[src/rtl/temporal_decoder.sv]
// temporal_decoder
// ----------------
// Converts a temporally coded input into a binary arrival time. A one-cycle
// start pulse opens a window of 2**BITS+1 cycles. During the window the block
// counts 0..2**BITS and records the count of the first cycle in which the
// active level (tsig XOR the polarity latched with start) is seen. At the end
// of the window the result is presented with valid until downstream accepts it.
//
// Ports
//   clk       : clock, rising edge
//   rst_n     : asynchronous active-low reset
//   start     : one-cycle pulse that opens a decode window
//   pol       : coding polarity, sampled with start (1 = tsig inverted)
//   tsig      : temporally coded input, synchronous to clk
//   ready     : downstream accepts the result when high together with valid
//   value     : decoded arrival time (saturates to 2**BITS-1)
//   none      : window closed without any active cycle
//   ovf       : active level first seen at the last count (2**BITS)
//   valid     : result available, held until accepted
//   busy      : window in progress
//   dbg_state : current FSM state (0 IDLE, 1 COUNT, 2 DONE)
//
// Handshake: a result transfers on a rising edge where valid and ready are
// both high. valid stays high and value/none/ovf stay stable until that edge;
// ready has no effect while valid is low.

module temporal_decoder #(
  parameter int BITS = 2
) (
  input  logic            clk,
  input  logic            rst_n,
  input  logic            start,
  input  logic            pol,
  input  logic            tsig,
  input  logic            ready,
  output logic [BITS-1:0] value,
  output logic            none,
  output logic            ovf,
  output logic            valid,
  output logic            busy,
  output logic [1:0]      dbg_state
);

  typedef enum logic [1:0] {
    S_IDLE  = 2'd0,
    S_COUNT = 2'd1,
    S_DONE  = 2'd2
  } state_e;

  // Final count of the window; the counter is one bit wider so it never wraps.
  localparam logic [BITS:0]   LAST = {1'b1, {BITS{1'b0}}};
  localparam logic [BITS-1:0] SAT  = {BITS{1'b1}};

  state_e          state_q, state_d;
  logic [BITS:0]   count_q, count_d;
  logic            pol_q, pol_d;
  logic            found_q, found_d;
  logic [BITS-1:0] cap_q, cap_d;
  logic [BITS-1:0] value_q, value_d;
  logic            none_q, none_d;
  logic            ovf_q, ovf_d;

  logic act;
  logic open_win;

  assign act = tsig ^ pol_q;

  always_comb begin
    state_d  = state_q;
    count_d  = count_q;
    pol_d    = pol_q;
    found_d  = found_q;
    cap_d    = cap_q;
    value_d  = value_q;
    none_d   = none_q;
    ovf_d    = ovf_q;
    open_win = 1'b0;

    case (state_q)
      S_IDLE: begin
        if (start) open_win = 1'b1;
      end

      S_COUNT: begin
        // Only the first active cycle counts; later transitions are ignored.
        if (!found_q && act) begin
          found_d = 1'b1;
          cap_d   = count_q[BITS-1:0];
        end
        if (count_q == LAST) begin
          state_d = S_DONE;
          if (found_q) begin
            // An earlier capture always happened below LAST, so it fits BITS.
            value_d = cap_q;
            none_d  = 1'b0;
            ovf_d   = 1'b0;
          end else if (act) begin
            value_d = SAT;
            none_d  = 1'b0;
            ovf_d   = 1'b1;
          end else begin
            value_d = SAT;
            none_d  = 1'b1;
            ovf_d   = 1'b0;
          end
        end else begin
          count_d = count_q + 1'b1;
        end
      end

      S_DONE: begin
        if (ready) begin
          // Accepting with start in the same cycle chains windows back to back.
          if (start) open_win = 1'b1;
          else       state_d  = S_IDLE;
        end
      end

      default: state_d = S_IDLE;
    endcase

    if (open_win) begin
      state_d = S_COUNT;
      pol_d   = pol;
      count_d = '0;
      found_d = 1'b0;
      cap_d   = '0;
    end
  end

  always_ff @(posedge clk or negedge rst_n) begin
    if (!rst_n) begin
      state_q <= S_IDLE;
      count_q <= '0;
      pol_q   <= 1'b0;
      found_q <= 1'b0;
      cap_q   <= '0;
      value_q <= '0;
      none_q  <= 1'b0;
      ovf_q   <= 1'b0;
    end else begin
      state_q <= state_d;
      count_q <= count_d;
      pol_q   <= pol_d;
      found_q <= found_d;
      cap_q   <= cap_d;
      value_q <= value_d;
      none_q  <= none_d;
      ovf_q   <= ovf_d;
    end
  end

  assign value     = value_q;
  assign none      = none_q;
  assign ovf       = ovf_q;
  assign valid     = (state_q == S_DONE);
  assign busy      = (state_q == S_COUNT);
  assign dbg_state = state_q;

endmodule
[config.mk]
export PLATFORM = sky130hd
export DESIGN_NAME = temporal_decoder
export DESIGN_NICKNAME = d
export VERILOG_FILES = /design/src/rtl/temporal_decoder.sv
export SDC_FILE = /design/constraint.sdc
export NUM_CORES = 1
export LEC_CHECK = 0
export CELL_PAD_IN_SITES_DETAIL_PLACEMENT = 1
export CELL_PAD_IN_SITES_GLOBAL_PLACEMENT = 1
export CORE_UTILIZATION = 35
export DETAILED_ROUTE_END_ITERATION = 6
export PLACE_DENSITY_LB_ADDON = 0.1
export SYNTH_ARGS = -nofsm -noshare
export SYNTH_HDL_FRONTEND = slang
export SYNTH_SLANG_ARGS = --single-unit
[constraint.sdc]
create_clock -name clk -period 1.4 [get_ports clk]
set_input_delay 0.21 -clock clk [delete_from_list [all_inputs] [get_ports clk]]
set_output_delay 0.21 -clock clk [all_outputs]
set_load 0.01 [all_outputs]
==> results of run 1 <==
[cell type report]
| cell class | instances | share of cell area (%) |
|---|---|---|
| inverters | 5 | 2.072 |
| flip-flops and latches | 13 | 35.91 |
| repair buffers | 28 | 26.10 |
| multi-input cells | 43 | 30.66 |
| clock inverters | 1 | 0.5525 |
| clock buffers | 3 | 2.486 |
| well taps | 16 | 2.210 |
[layout by cell type (no fill, tap or decap), types with 4 or more instances in the layout]
master | synthesis | routed
o21ai_1 | 4 | 6
nand2_1 | 4 | 4
dfrtp_1 | 13 | 13
o21ai_0 | 6 | 4
nand3_1 | 5 | 5
buf_4 | 0 | 15
clkdlybuf4s50_1 | 0 | 5
inv_1 | 4 | 4
[Yosys cell counts (2+ instances only)]
master / instances / share of area [%]
o22ai_1: 2 / 2.0
nand2_1: 4 / 2.4
nand2b_1: 3 / 3.1
nand3_1: 5 / 4.1
o21ai_1: 4 / 3.3
ha_1: 2 / 4.1
a21oi_1: 2 / 1.6
inv_1: 4 / 2.4
nor2_1: 2 / 1.2
dfrtp_1: 13 / 53
nor2_2: 2 / 2.0
o21ai_0: 6 / 4.9
[sequential cells by signal, summed over array words and instances (netlist names)]
| signal | cells |
|---|---|
| found_q | 1 |
| ovf | 1 |
| none | 1 |
| dbg_state | 2 |
| value | 2 |
| count_q | 3 |
| pol_q | 1 |
| cap_q | 2 |
[routing by layer]
| layer | global-route usage, % | share of wire [%] |
|---|---|---|
| met1 | 21.20 | 46 |
| met2 | 30.15 | 50 |
| met3 | 5.000 | 3.3 |
| met4 | 12.73 | 1.3 |
| met5 | 0 | 0 |
[report_power, final]
part           switching [mW]  total [mW]  internal [mW]
Combinational           0.523        1.09          0.567
Sequential              0.112       0.661          0.549
Clock                   0.138       0.244          0.106
Total                   0.773        2.00           1.22
[cells by family after synthesis]
group	after synthesis
AO/OA/AOI/OAI	16
buffers and inverters	5
XOR/XNOR	2
flip-flops	13
multiplexers	2
adder cells (fa/ha/maj)	2
AND/OR/NAND/NOR	21
[final timing paths]
kind	to	depth (start not counted)	slack [ns]	start
setup / recovery	none	5	0.05	count_q[0]
hold / removal	value[1]	2	0.22	rst_n
setup reg to reg	none	5	0.05	count_q[0]
hold reg to reg	none	2	0.47	none
max in group asynchronous	dbg_state[0]	2	1.01	rst_n
min in group clk	none	2	0.47	none
[per-stage QoR]
stage,util (%),cells,instance area [µm²]
floorplan,-,61,614.3
global placement,54.68,103,862.1
detailed placement,54.68,103,862.1
CTS,56.59,108,892.1
global route,57.46,109,905.9
finish,57.46,109,905.9
[what timing repair did]
item,CTS,global route
setup endpoints to repair,5,11
pin swaps,0,2
hold buffers,0,0
buffers inserted,1,1
resized for setup,6,10
==> out/summary.txt, run 1 <==
Crit path required time -> 1.60 ns
Synth Area in XOR/XNOR -> 2.851%
Die Area -> 1927 µm²
Max clock buf depth -> 2
Detail Route Antenna Nets -> 0
number of max-cap violations -> 0
Final Cycle Share -> 96.64%
sequential area share after synthesis -> 52.95%
Sink Count -> 13
GRT Util Overall -> 18.58%
gr ovfl total -> 0
largest family of logic cells by synthesized area -> simple AND/OR/NAND/NOR gates
Hold Slack -> 0.2242 ns
total wire length -> 1517 µm
FP Rows -> 14
Gate Count Post-Synth -> 61
post-layout minimum cycle time -> 1.353 ns
Simple-Gate Fraction of Synth Area -> 19.14%
Final Skew -> 0.002316 ns
Routability Congestion -> 0.7641
CTS Root Buffer Type -> clkbuf_4
Syn Nets -> 69
CTS Buf Count -> 3
async set-reset flop share out of synthesis -> 100.0%
Fmax -> 739.1 MHz
crit path kind -> flop to flop
H-tree depth -> 1
share of cells above drive strength 1 -> 26.88%
port buffer count -> 13
Die Width -> 43.90 µm
status -> finished, violations left
max incr delay on CP -> 0.38 ns
area grow syn2layout -> 47.45%
DR vias -> 582
worst-skew pair later-pin latency -> 0.28 ns
synth warn -> 0
Vias per Instance -> 5.339
Post-synth EDFFs -> 0
worst vdd ir -> 0.0009975 V
Clk pin slew, worst setup/hold paths -> 0.09 ns
IO Pins -> 14
Setup WS post-layout -> 0.04703 ns
wire per inst -> 13.92 µm
max-slew violations -> 0
post-synthesis mux area share -> 3.462%
Static Leak -> 0.4830 nW
Rel. slew slack -> 77.01%
die height -> 43.90 µm
CP max stage cell -> dfrtp_1
CP Buf/Inv Count -> 2
Worst EP arrival -> 1.55 ns
Reg area -> 325.3 µm²
Post-DP HPWL -> 1090 µm
Synth Area in Compound Gates -> 14.46%
CTS tree -> done
setup TNS -> 0 ns
pwr dens -> 2203 nW/µm²
Pwr Total -> 1.996 mW
post-synth cell types -> 24
multi-input logic area -> 277.8 µm²
largest net degree at the start of global routing -> 14
nets -> 102
# DRC -> 1
crit path capture type -> flop
ANT cells -> 0
Final Hold Vio Count -> 0
Worst Path Max Fanout -> 6
Cell Area, Synth -> 614.3 µm²
Starting Density -> 38.97%
Setup-failing EPs final -> 0
vias in the first global route -> 544
ys flop type -> dfrtp_1
Mean Syn Cell Area -> 10.07 µm²
violated checks -> DRC
Worst-Margin Slew -> 0.3425 ns
initial antenna violation count -> 0
number of iterations in the first detailed-routing pass -> 6
Synth Area in Adders -> 4.073%
min-delay worst type -> input pin to async pin
first-pass GRT wire length -> 2435 µm
flops & latches, synth -> 13
CP startpoint kind -> flop
critical-path cell list -> inv_1 -> ha_1 -> nand4b_1 -> buf_4 -> o31ai_1
cell family with most CP delay -> flip-flops
Iter 0 DRT Violations -> 7
fillers -> 187
DP Worst Slack -> -0.03560 ns
Core ar. -> 1577 µm²
No activity file was read; power rests on OpenSTA's default activity.
==> run 2: changes to the inputs <==
--- a/config.mk
+++ b/config.mk
@@ -5,6 +5,7 @@
 export SDC_FILE = /design/constraint.sdc
 export NUM_CORES = 1
 export LEC_CHECK = 0
+export CAP_MARGIN = 20
 export CELL_PAD_IN_SITES_DETAIL_PLACEMENT = 1
 export CELL_PAD_IN_SITES_GLOBAL_PLACEMENT = 1
 export CORE_UTILIZATION = 35
==> results of run 2 <==
Same layout as run 1: the final DEF is identical, and so are final timing and power.
